File: src/rtl/bcd_pkg.sv
// Shared BCD constants and helpers for the N-digit decade counter.
// Digit validity and the MSB-first magnitude compare live here.
package bcd_pkg;

    localparam int BCD_W = 4;
    localparam logic [3:0] BCD_MAX = 4'd9;
    localparam int BCD_MAX_DIGITS = 8;

    function automatic logic bcd_valid(input logic [3:0] digit);
        return digit <= BCD_MAX;
    endfunction

    // Operands are zero-extended to 8 digits; only the low digits count.
    function automatic logic bcd_ge(
        input logic [4*BCD_MAX_DIGITS-1:0] a,
        input logic [4*BCD_MAX_DIGITS-1:0] b,
        input int digits
    );
        logic decided;
        logic result;
        decided = 1'b0;
        result = 1'b1;
        for (int i = BCD_MAX_DIGITS - 1; i >= 0; i--) begin
            if (i < digits && !decided) begin
                if (a[4*i+:4] != b[4*i+:4]) begin
                    decided = 1'b1;
                    result = a[4*i+:4] > b[4*i+:4];
                end
            end
        end
        return result;
    endfunction

endpackage

File: src/rtl/bcd_digit.sv
// One decade stage: computes the next digit value and the carry/borrow
// passed to the next more significant digit.
module bcd_digit
    import bcd_pkg::*;
(
    input  logic [3:0] d,
    input  logic [3:0] ld_digit,
    input  logic       step_in,
    input  logic       up,
    input  logic       clear,
    input  logic       load,
    output logic [3:0] next,
    output logic       step_out
);

    always_comb begin
        next = d;
        step_out = 1'b0;
        if (clear) begin
            next = 4'd0;
        end else if (load) begin
            next = ld_digit;
        end else if (step_in) begin
            if (up) begin
                if (d >= BCD_MAX) begin
                    next = 4'd0;
                    step_out = 1'b1;
                end else begin
                    next = d + 4'd1;
                end
            end else begin
                if (d == 4'd0) begin
                    next = BCD_MAX;
                    step_out = 1'b1;
                end else begin
                    next = d - 4'd1;
                end
            end
        end
    end

endmodule

File: src/rtl/bcd_counter_ndigit.sv
// Cascaded up/down BCD counter with parallel load and a runtime BCD
// limit; count range is 0..limit and wraps in both directions.
module bcd_counter_ndigit
    import bcd_pkg::*;
#(
    parameter int DIGITS = 2
) (
    input  logic                clk,
    input  logic                reset,
    input  logic                en,
    input  logic                up,
    input  logic                load,
    input  logic [4*DIGITS-1:0] load_val,
    input  logic [4*DIGITS-1:0] limit,
    output logic [4*DIGITS-1:0] count,
    output logic                wrap,
    output logic                load_err
);

    localparam int W = BCD_W * DIGITS;
    localparam int PW = BCD_W * BCD_MAX_DIGITS;

    logic [W-1:0]    san_load;
    logic [W-1:0]    san_limit;
    logic [W-1:0]    ld_word;
    logic [W-1:0]    count_nxt;
    logic [DIGITS-1:0] bad_digit;
    logic [DIGITS:0] step;
    logic            at_top;
    logic            at_zero;
    logic            wrap_up;
    logic            wrap_dn;
    logic            wrap_evt;
    logic            clear;
    logic            dload;
    logic            unused_carry;

    for (genvar i = 0; i < DIGITS; i++) begin : g_san
        assign bad_digit[i] = !bcd_valid(load_val[4*i+:4]);
        assign san_load[4*i+:4] =
            bad_digit[i] ? 4'd0 : load_val[4*i+:4];
        assign san_limit[4*i+:4] =
            bcd_valid(limit[4*i+:4]) ? limit[4*i+:4] : 4'd0;
    end

    assign at_top = bcd_ge(PW'(count), PW'(limit), DIGITS);
    assign at_zero = (count == '0);

    assign wrap_up = en && up && at_top;
    assign wrap_dn = en && !up && at_zero;
    assign wrap_evt = !load && (wrap_up || wrap_dn);

    // Wrap to zero is a clear; wrap downward reloads the sanitised limit.
    assign clear = reset || (!load && wrap_up);
    assign dload = load || wrap_dn;
    assign ld_word = load ? san_load : san_limit;

    assign step[0] = en && !load && !reset && !wrap_up && !wrap_dn;
    assign unused_carry = step[DIGITS];

    for (genvar i = 0; i < DIGITS; i++) begin : g_dig
        bcd_digit u_digit (
            .d        (count[4*i+:4]),
            .ld_digit (ld_word[4*i+:4]),
            .step_in  (step[i]),
            .up       (up),
            .clear    (clear),
            .load     (dload),
            .next     (count_nxt[4*i+:4]),
            .step_out (step[i+1])
        );
    end

    always_ff @(posedge clk) begin
        if (reset) begin
            count <= '0;
            wrap <= 1'b0;
            load_err <= 1'b0;
        end else begin
            count <= count_nxt;
            wrap <= wrap_evt;
            load_err <= load && (|bad_digit);
        end
    end

endmodule
File: config.mk
export PLATFORM = sky130hd
export DESIGN_NAME = bcd_counter_ndigit
export DESIGN_NICKNAME = d
export VERILOG_FILES = /design/src/rtl/bcd_pkg.sv /design/src/rtl/bcd_digit.sv /design/src/rtl/bcd_counter_ndigit.sv
export SDC_FILE = /design/constraint.sdc
export NUM_CORES = 1
export LEC_CHECK = 0
export CAP_MARGIN = 0
export CORE_MARGIN = 8
export CORE_UTILIZATION = 35
export CTS_CLUSTER_DIAMETER = 60
export DETAILED_ROUTE_END_ITERATION = 8
export GPL_TIMING_DRIVEN = 0
export PLACE_DENSITY = 0.62
export SKIP_CTS_REPAIR_TIMING = 1
export SKIP_LAST_GASP = 1
export SYNTH_ARGS = -nofsm -noshare
export SYNTH_HDL_FRONTEND = slang
export SYNTH_SLANG_ARGS = --single-unit
File: constraint.sdc
create_clock -name clk -period 2.51 [get_ports clk]
set_input_delay 0.502 -clock clk [delete_from_list [all_inputs] [get_ports clk]]
set_output_delay 0.502 -clock clk [all_outputs]
set_load 0.01 [all_outputs]
==> results.toml, run 1 <==
[outcome]
status = "finished, final reports clean"

[timing]
fin_skew_ns = 0.00637
hold_viol_final = 0
finalCritPeriodShare_pct = 96.5
setup_viol = 0
maxSlewViolCount = 0
min_period_ns = 2.42
fmax_mhz = 413
tightest_slew_ns = 0.474
rsz0062_at_grt = "false"
slew_headroom_pct = 68.0
tns_ns = 0

[synthesis]
synth_fa_ha_area_share_pct = 13.4
synthFlopType = "dfxtp_1"
synth_area_leaders = "dfxtp_1 15%, ha_1 13%, nor2_1 5.5%"
synth_xor_area_share_pct = 1.34
synth_cell_type_count = 48
synth_edf_count = 0
synth_nets = 214
synth_compound_area_share_pct = 36.3
post-synth-top-area-fraction_pct = 15.3
synthMuxAreaShare_pct = 0
synth.avg_cell_area_sq_um = 7.30
seq_area_frac_synth_pct = 15.3
synth_top_area_cell = "dfxtp_1"
yosys.area_share.simple_pct = 23.1
ys_ff_latch = 10
syn-cell-area_sq_um = 1310
syn_inst = 179
ys_warn_count = 0
synth_top_family_by_area = "compound AO/OA/AOI/OAI gates"
synthArstFlopShare_pct = 0

[clock_tree]
cts_tree = "yes"
clk_latency_ns = 0.24
clk_pin_slew_ns = 0.05
root_buffer = "clkbuf_8"
numCtsBuffers = 3
cts_max_level = 1
cts.sinks = 10
cts_buffer_depth = 2

[route]
wl_um = 3770
firstDrtPassIters = 4
wl_per_cell_um = 14.5
avgViaCountPerCell = 5.50
drcViolationCount = 0
drt_iter0_drc = 62
ant_nets = 0
via_count = 1429

[cells_and_area]
multiInputGateArea_sq_um = 1060
regArea_sq_um = 201
drive_gt1_share_pct = 15.1
syn2layout_area_growth_pct = 38.2
layout.nets = 248
fin_area_sq_um = 1810
fin_cells = 260
fill_cells = 383
antenna_cells = 0

[worst_setup_path]
critPathMaxStageDelay_ns = 0.46
cp.required_ns = 2.63
path_max_fanout = 9
crit_path_cell_trace = "clkdlybuf4s50_1 -> or3b_4 -> or4_4 -> buf_6 -> and2_4 -> buf_6 -> a22oi_1 -> a211oi_1"
end_kind = "flop"
critPathLaunchType = "input pin"
critical_path_class = "in2reg"
cp_common_cell = "buf_6"
cp_slowest_cell = "clkdlybuf4s50_1"
worst_ep_arrival_time_ns = 2.54

[floorplan]
rows = 22
die_y_um = 77.1
coreArea_sq_um = 3630
chipWidth_um = 77.1
dieArea_sq_um = 5950
ioPinCount = 31
start_util_pct = 36.0

[power_and_ir_drop]
p_per_area_nw_per_um2 = 434
peakVddDrop_uv = 198
leakagePower_nw = 0.678

[job]
maxCapViolations = 0

[grt]
overflow = 0
antenna_found_initial = 0
grt_max_degree = 11
grt_pass1_wl_um = 6210
grt_pass1_vias = 1364
track_usage_pct = 12.4

[worst_hold_path]
hold_path_class = "reg2reg"

[place]
dp.cells = 256
hpwl_um = 2940
gp_congestion = 0.796
port_buffers = 29
placed_area_sq_um = 1660
report_power, final:
part	internal, mW	total (mW)	switching, mW
Sequential	0.175	0.204	0.0290
Clock	0.138	0.210	0.0711
Combinational	0.179	0.371	0.192
Total	0.492	0.784	0.292
per-layer routing:
layer  vias up  track usage (%)  wire, um  share of wire (%)
li1        739                -         -                  -
met4         0             2.83        49                1.3
met2        23             19.8      1790                 47
met5         -                0         0                  0
met3         6             4.20       148                3.9
met1       661             15.4      1780                 47
cells in the final DEF, fill, tap and decap left out, types with 2 or more instances in the layout:
cell type / synthesis / final
dfxtp_1: 10 / 9
nand3_1: 7 / 7
ha_1: 14 / 12
clkbuf_8: 0 / 4
a311oi_1: 3 / 3
buf_6: 3 / 3
o21ai_0: 10 / 10
nor3_1: 10 / 10
inv_1: 18 / 18
a31oi_1: 8 / 8
a21oi_2: 1 / 4
o211ai_1: 2 / 2
nand2_1: 10 / 10
buf_2: 3 / 3
a211oi_1: 8 / 7
clkbuf_1: 2 / 2
clkdlybuf4s50_1: 0 / 28
nand2b_1: 5 / 5
o22ai_1: 2 / 2
a21oi_1: 12 / 9
nor2_1: 19 / 19
buf_4: 2 / 2
o31ai_1: 3 / 3
ha_4: 0 / 2
layout make-up:
class | instances | share of cell area (%)
buffer | 10 | 3.95
clock buffer | 4 | 3.05
inverter | 18 | 3.74
multi-input combinational | 141 | 58.6
sequential | 10 | 11.1
tap | 48 | 3.32
timing repair buffer | 29 | 16.2
cells in the mapped netlist, types with 2 or more instances:
cell / instances
nand2b_1: 5
o21ai_0: 10
a31oi_1: 8
buf_2: 3
dfxtp_1: 10
nand2_1: 10
o31ai_1: 3
a311oi_1: 3
nand3_1: 7
a211oi_1: 8
nor3_1: 10
clkbuf_1: 2
a21oi_1: 12
o22ai_1: 2
buf_6: 3
ha_1: 14
buf_4: 2
inv_1: 18
nor2_1: 19
o211ai_1: 2
registers in the layout, indices dropped and copies added (netlist names):
register and count:
count 8, wrap 1, load_err 1
kinds of logic after synthesis:
family | Yosys count
flip-flops | 10
buffers and inverters | 28
AO/OA/AOI/OAI | 66
AND/OR/NAND/NOR | 59
XOR/XNOR | 2
adder cells (fa/ha/maj) | 14
worst max-delay path, delay by kind of cell:
| kind | cells | cell delay [ns] |
|---|---|---|
| AO/OA/AOI/OAI | 2 | 0.29 |
| buffers and inverters | 3 | 0.74 |
| AND/OR/NAND/NOR | 3 | 1.01 |
per-stage QoR:
stage	worst slack, ns	power (mW)	hold WS (ns)	utilization [%]
detailed placement	-0.326	0.542	0.596	45.6
finish	0.0886	0.784	0.628	49.7
floorplan	0.179	0.423	0.564	-
CTS	-0.133	0.752	0.621	47.1
global placement	-0.314	0.544	0.600	45.6
global route	0.00222	0.841	0.656	49.7
worst paths after layout:
path	start	cells after the start	slack, ns	end
worst max register to register	count[0]	9	0.11	count[7]
worst max-delay path	up	8	0.09	count[7]
worst min register to register	count[5]	2	0.63	count[5]
worst min-delay path	count[5]	2	0.63	count[5]
(Power assumes the default switching activity.)
==> run 2, diff against run 1 <==
--- a/config.mk
+++ b/config.mk
@@ -8,4 +8,6 @@
 export CAP_MARGIN = 0
+export CELL_PAD_IN_SITES_DETAIL_PLACEMENT = 0
+export CELL_PAD_IN_SITES_GLOBAL_PLACEMENT = 2
 export CORE_MARGIN = 8
-export CORE_UTILIZATION = 35
+export CORE_UTILIZATION = 28
 export CTS_CLUSTER_DIAMETER = 60
@@ -13,3 +15,3 @@
 export GPL_TIMING_DRIVEN = 0
-export PLACE_DENSITY = 0.62
+export PLACE_DENSITY = 0.83
 export SKIP_CTS_REPAIR_TIMING = 1
--- a/constraint.sdc
+++ b/constraint.sdc
@@ -3,2 +3,2 @@
 set_output_delay 0.502 -clock clk [all_outputs]
-set_load 0.01 [all_outputs]
+set_load 0.1 [all_outputs]
==> run 2 against run 1 <==
Net effect:
- power increased by 12%
- setup slack lost 0.038 ns
- final area down 1.5%
- hold slack lost 0.019 ns
- non-clock buffer count did not move
- register-to-register slack barely moved
- highest routed layer unchanged
- count of clock-buffer cells in the layout is the same
- global-route usage down 1.2 points
- critical path type unchanged
- clock power about the same
- core utilization is 11 points lower
- clock skew up 0.0028 ns
==> results.toml, run 2 (same netlist as run 1, synthesis figures left out) <==
[outcome]
status = "finished, final reports clean"

[worst_setup_path]
critPathLaunchType = "input pin"
reg2reg_setup_slack_ns = 0.10
critical_path_class = "in2reg"
cp.required_ns = 2.62
end_kind = "flop"
worst_ep_arrival_time_ns = 2.57
path_max_fanout = 9

[timing]
rsz0062_at_grt = "true"
tightest_slew_ns = 0.972
fin_skew_ns = 0.00919
hold_ws_ns = 0.609
min_period_ns = 2.46
fmax_mhz = 407
setup_viol = 0
finalCritPeriodShare_pct = 98.0
maxSlewViolCount = 0
slew_headroom_pct = 35.0
hold_viol_final = 0

[cells_and_area]
fin_cells = 266
regArea_sq_um = 208
syn2layout_area_growth_pct = 36.1
largest_reg_flops = 8
regMostFlops = "count"
layout_commonest_cell = "clkdlybuf4s50_1"
layout.nets = 248
final_cell_mix = "28 x clkdlybuf4s50_1, 19 x nor2_1, 18 x inv_1, 13 x ha_1"
fill_cells = 466
drive_gt1_share_pct = 15.6
fin_area_sq_um = 1780
multiInputGateArea_sq_um = 1020
antenna_cells = 0
reg_top3 = "count (8), load_err (1), wrap (1)"

[floorplan]
chipWidth_um = 84.3
dieArea_sq_um = 7110
rows = 25
die_y_um = 84.3
coreArea_sq_um = 4600
start_util_pct = 28.4
ioPinCount = 31

[clock_tree]
numCtsBuffers = 3
cts_tree = "yes"
cts_buffer_depth = 2
cts_max_level = 1
root_buffer = "clkbuf_8"
clk_latency_ns = 0.24
clk_pin_slew_ns = 0.05
cts.sinks = 10

[grt]
grt_pass1_wl_um = 6660
grt_pass1_vias = 1376
track_usage_pct = 11.1
grt_max_degree = 11
overflow = 0
antenna_found_initial = 0

[route]
avgViaCountPerCell = 5.43
drt_iter0_drc = 69
via_count = 1444
wl_per_cell_um = 15.3
ant_nets = 0
firstDrtPassIters = 4
drcViolationCount = 0
wl_um = 4080

[worst_hold_path]
hold_path_class = "reg2reg"

[power_and_ir_drop]
clkPwrFrac_pct = 23.9
p_sw_share_pct = 44.3
leakagePower_nw = 0.677
p_per_area_nw_per_um2 = 492
power_frac_seq_pct = 23.4
peakVddDrop_uv = 209
total_power_uw = 875
share_comb_of_total_power_pct = 52.7
power.internal_uw = 487
p_switching_uw = 388

[place]
port_buffers = 29
gp_congestion = 0.745
hpwl_um = 3220
placed_area_sq_um = 1670
dp.cells = 262

[job]
maxCapViolations = 0
==> run 2: path summary, 6_finish.rpt <==
kind | depth (start not counted) | start | end
worst max register to register | 9 | count[0] | count[7]
worst min register to register | 2 | count[5] | count[5]
worst max-delay path | 8 | up | count[7]
worst min-delay path | 2 | count[5] | count[5]
==> run 2: cell type report <==
class | instances | area share, %
sequential | 10 | 11.7
clock buffer | 4 | 3.09
multi-input combinational | 141 | 57.2
tap | 54 | 3.80
timing repair buffer | 29 | 16.5
buffer | 10 | 4.01
inverter | 18 | 3.80
==> run 2: stage by stage <==
stage / setup TNS [ns] / worst slack [ns] / utilization (%)
2_1_floorplan: 0 / 0.00340 / -
3_3_place_gp: -2.58 / -0.351 / 36.4
3_5_place_dp: -2.58 / -0.354 / 36.4
4_1_cts: -0.624 / -0.0980 / 37.6
5_1_grt: -0.0606 / -0.0341 / 38.7
6_report: 0 / 0.0502 / 38.7
==> run 2: power groups by stage <==
stage	Combinational [mW]	Sequential [mW]	Clock, mW
after detailed placement	0.446	0.208	0
final	0.461	0.205	0.209
after floorplan	0.219	0.308	0
after global placement	0.447	0.209	0
after global routing	0.504	0.209	0.221
after CTS	0.448	0.205	0.210
==> run 2: critical path: stages <==
cell and delay, ns:
clkdlybuf4s50_1 0.48, or3b_4 0.44, or4_4 0.43, buf_6 0.15, and2_4 0.15, buf_6 0.13
a22oi_1 0.19, a211oi_1 0.10
==> run 2: routing by layer <==
layer	track usage, %	wire (um)	share of wire [%]	vias to the layer above
met5	0	0	0	-
met3	3.97	275	6.7	4
met1	14.0	1870	46	664
met4	2.01	21	0.52	0
li1	-	-	-	734
met2	17.8	1910	47	42
==> run 3, diff against run 2 <==
Settings changed: CTS_CLUSTER_DIAMETER 60 to 150.
==> results of run 3 <==
Same layout as run 2: the final DEF is identical, and so are final timing and power.
==> edit (flow settings as in run 3) <==
Make the reset (`reset`) asynchronous in one clocked block.
--- a/src/rtl/bcd_counter_ndigit.sv
+++ b/src/rtl/bcd_counter_ndigit.sv
@@ -72,5 +72,5 @@
     end
 
-    always_ff @(posedge clk) begin
+    always_ff @(posedge clk or posedge reset) begin
         if (reset) begin
             count <= '0;
Function: differs if reset is asserted again (counterexample within 4 cycles, from zero or initial values and one cycle with reset high); with reset held inactive, the same outputs for 10 cycles.
==> edit against run 3 <==
- non-clock buffer count down 1
- register-to-register slack better by 0.04 ns
- power decreased by 2.5%
- sequential cell count unchanged
- via count fell by 4.6%
- worst setup slack improved by 0.013 ns
- highest routed layer unchanged
- count of clock-buffer cells in the layout shrank 1
- synthesized cell count decreased by 7.3%
- first-iteration DRC count up 48%
- area after synthesis decreased by 7.2%
- routed wire length shrank 0.32%
- design area shrank 2.7%
==> edit: results (changes against run 3) <==
Outcome
  – Run status: finished clean

Finish
  – Share of layout cells above drive strength 1: 13.4% (-2.1 points)
  – Final-layout fill cell count: 450 (-3.4%)

Placed design
  – Count of port buffers added during placement: 30 (+3.4%)
  – Post-detailed-placement cell area: 1590 um^2 (-5.0%)
  – Routability-driven placement congestion ratio: 0.829 (+11%)

Global route
  – Maximum number of pins on one net before global-route repair: 13 (+2)
  – Global-route wire length before repair: 6350 um (-4.6%)
  – GR Util All Layers: 12.0% (+0.92 points)

Synth
  – Post-synthesis share of cell area spent on full adders, half adders and majority gates: 14.4% (+1.0 points)
  – Post-synth top flop: sky130_fd_sc_hd__dfrtp_1
  – Cell types occupying the most area after synthesis: sky130_fd_sc_hd__dfrtp_1, sky130_fd_sc_hd__ha_1, sky130_fd_sc_hd__o21ai_0
  – Net Count, Synth: 201 (-6.1%)
  – Sequential-to-total area share from yosys stat: 20.6% (+5.3 points)
  – Share of synthesized flip-flops with an asynchronous set or reset: 100% (+100 points)
  – Compound-gate portion of the synthesized area: 32.2% (-4.1 points)
  – Post-synthesis xor/xnor area fraction: 0% (-1.3 points)

STA
  – Slew of the pin with the lowest slew margin: 0.978 ns (+0.00571 ns)
  – Worst-case clock skew: 0.00625 ns (-0.00294 ns)

Drt
  – Detail-routed net length per standard cell: 16.1 um (+4.8%)
  – Violation count after the first detailed-routing iteration: 102 (+48%)
  – Total via count in the routed design: 1377 (-4.6%)

Worst hold path
  – Number of stages on the worst hold path: 1 (-1)

Setup path
  – Critical path arrival: 2.60 ns (+0.03 ns)
  – Crit-path max FO: 4 (-5)
  – Worst-case reg-to-reg path depth: 7 (-2)

Pwr
  – Leakage Power: 0.716 nW (+5.8%)
  – Peak VDD IR: 353 uV (+69%)
edit: cell count changes after synthesis, sizes merged, moves of 7 or more:
cell           run 3  this run
a211oi             8         0
o21ai             11        22
nand2             10        18
dfrtp              0        10
nor3              10         3
a31oi              8         0
dfxtp             10         0
buf                8         1
edit: final timing paths:
| kind | from | to | slack (ns) |
|---|---|---|---|
| worst max-delay path | limit[5] | count[5]$_DFFE_PP0P_ | 0.06 |
| worst min-delay path | count[4]$_DFFE_PP0P_ | count[4]$_DFFE_PP0P_ | 0.60 |
| worst max register to register | count[0]$_DFFE_PP0P_ | count[1]$_DFFE_PP0P_ | 0.14 |
| worst min register to register | count[4]$_DFFE_PP0P_ | count[4]$_DFFE_PP0P_ | 0.60 |
| max in group asynchronous | reset | count[0]$_DFFE_PP0P_ | 1.43 |
| min in group asynchronous | reset | count[4]$_DFFE_PP0P_ | 0.72 |
edit: final cells by class:
| cell class | count | area, um^2 | area share, % |
|---|---|---|---|
| multi-input combinational | 135 | 960 | 55.4 |
| timing repair buffer | 32 | 325 | 18.8 |
| sequential | 10 | 260 | 15.0 |
| tap | 52 | 65.1 | 3.76 |
| inverter | 15 | 56.3 | 3.25 |
| clock buffer | 3 | 41.3 | 2.38 |
| buffer | 6 | 23.8 | 1.37 |
edit: report_power, final:
| part | total (mW) | internal (mW) | switching, mW |
|---|---|---|---|
| logic | 0.472 | 0.171 | 0.301 |
| registers | 0.215 | 0.180 | 0.0345 |
| clock network | 0.167 | 0.105 | 0.0616 |
| total | 0.853 | 0.457 | 0.397 |
edit: critical path, cell delays in order:
cell and delay, ns:
sky130_fd_sc_hd__clkdlybuf4s50_1 0.49, sky130_fd_sc_hd__inv_1 0.07, sky130_fd_sc_hd__ha_1 0.35, sky130_fd_sc_hd__nand4_1 0.22
sky130_fd_sc_hd__a2111oi_4 0.33, sky130_fd_sc_hd__nor4_4 0.08, sky130_fd_sc_hd__nor4b_2 0.27, sky130_fd_sc_hd__buf_4 0.17
sky130_fd_sc_hd__o2bb2ai_1 0.11
edit: stage by stage:
| step | instances | setup TNS [ns] | hold WS (ns) | setup WS [ns] |
|---|---|---|---|---|
| after floorplan | 166 | 0 | 0.358 | 0.0125 |
| after global placement | 248 | -3.97 | 0.583 | -0.523 |
| after detailed placement | 248 | -4.42 | 0.586 | -0.562 |
| after CTS | 251 | -2.34 | 0.599 | -0.317 |
| after global routing | 253 | -0.156 | 0.640 | -0.0466 |
| final | 253 | 0 | 0.598 | 0.0630 |
edit: cells by family after synthesis:
family,after synthesis
flops,10
simple gates,61
fa+ha+maj,14
compound gates,60
buf+inv,21
edit: routing by layer:
layer,vias up,GRT usage (%),wire [um]
li1,680,-,-
met1,671,14.1,1790
met2,24,21.6,2060
met3,2,3.50,205
met4,0,1.58,8
met5,-,0,0
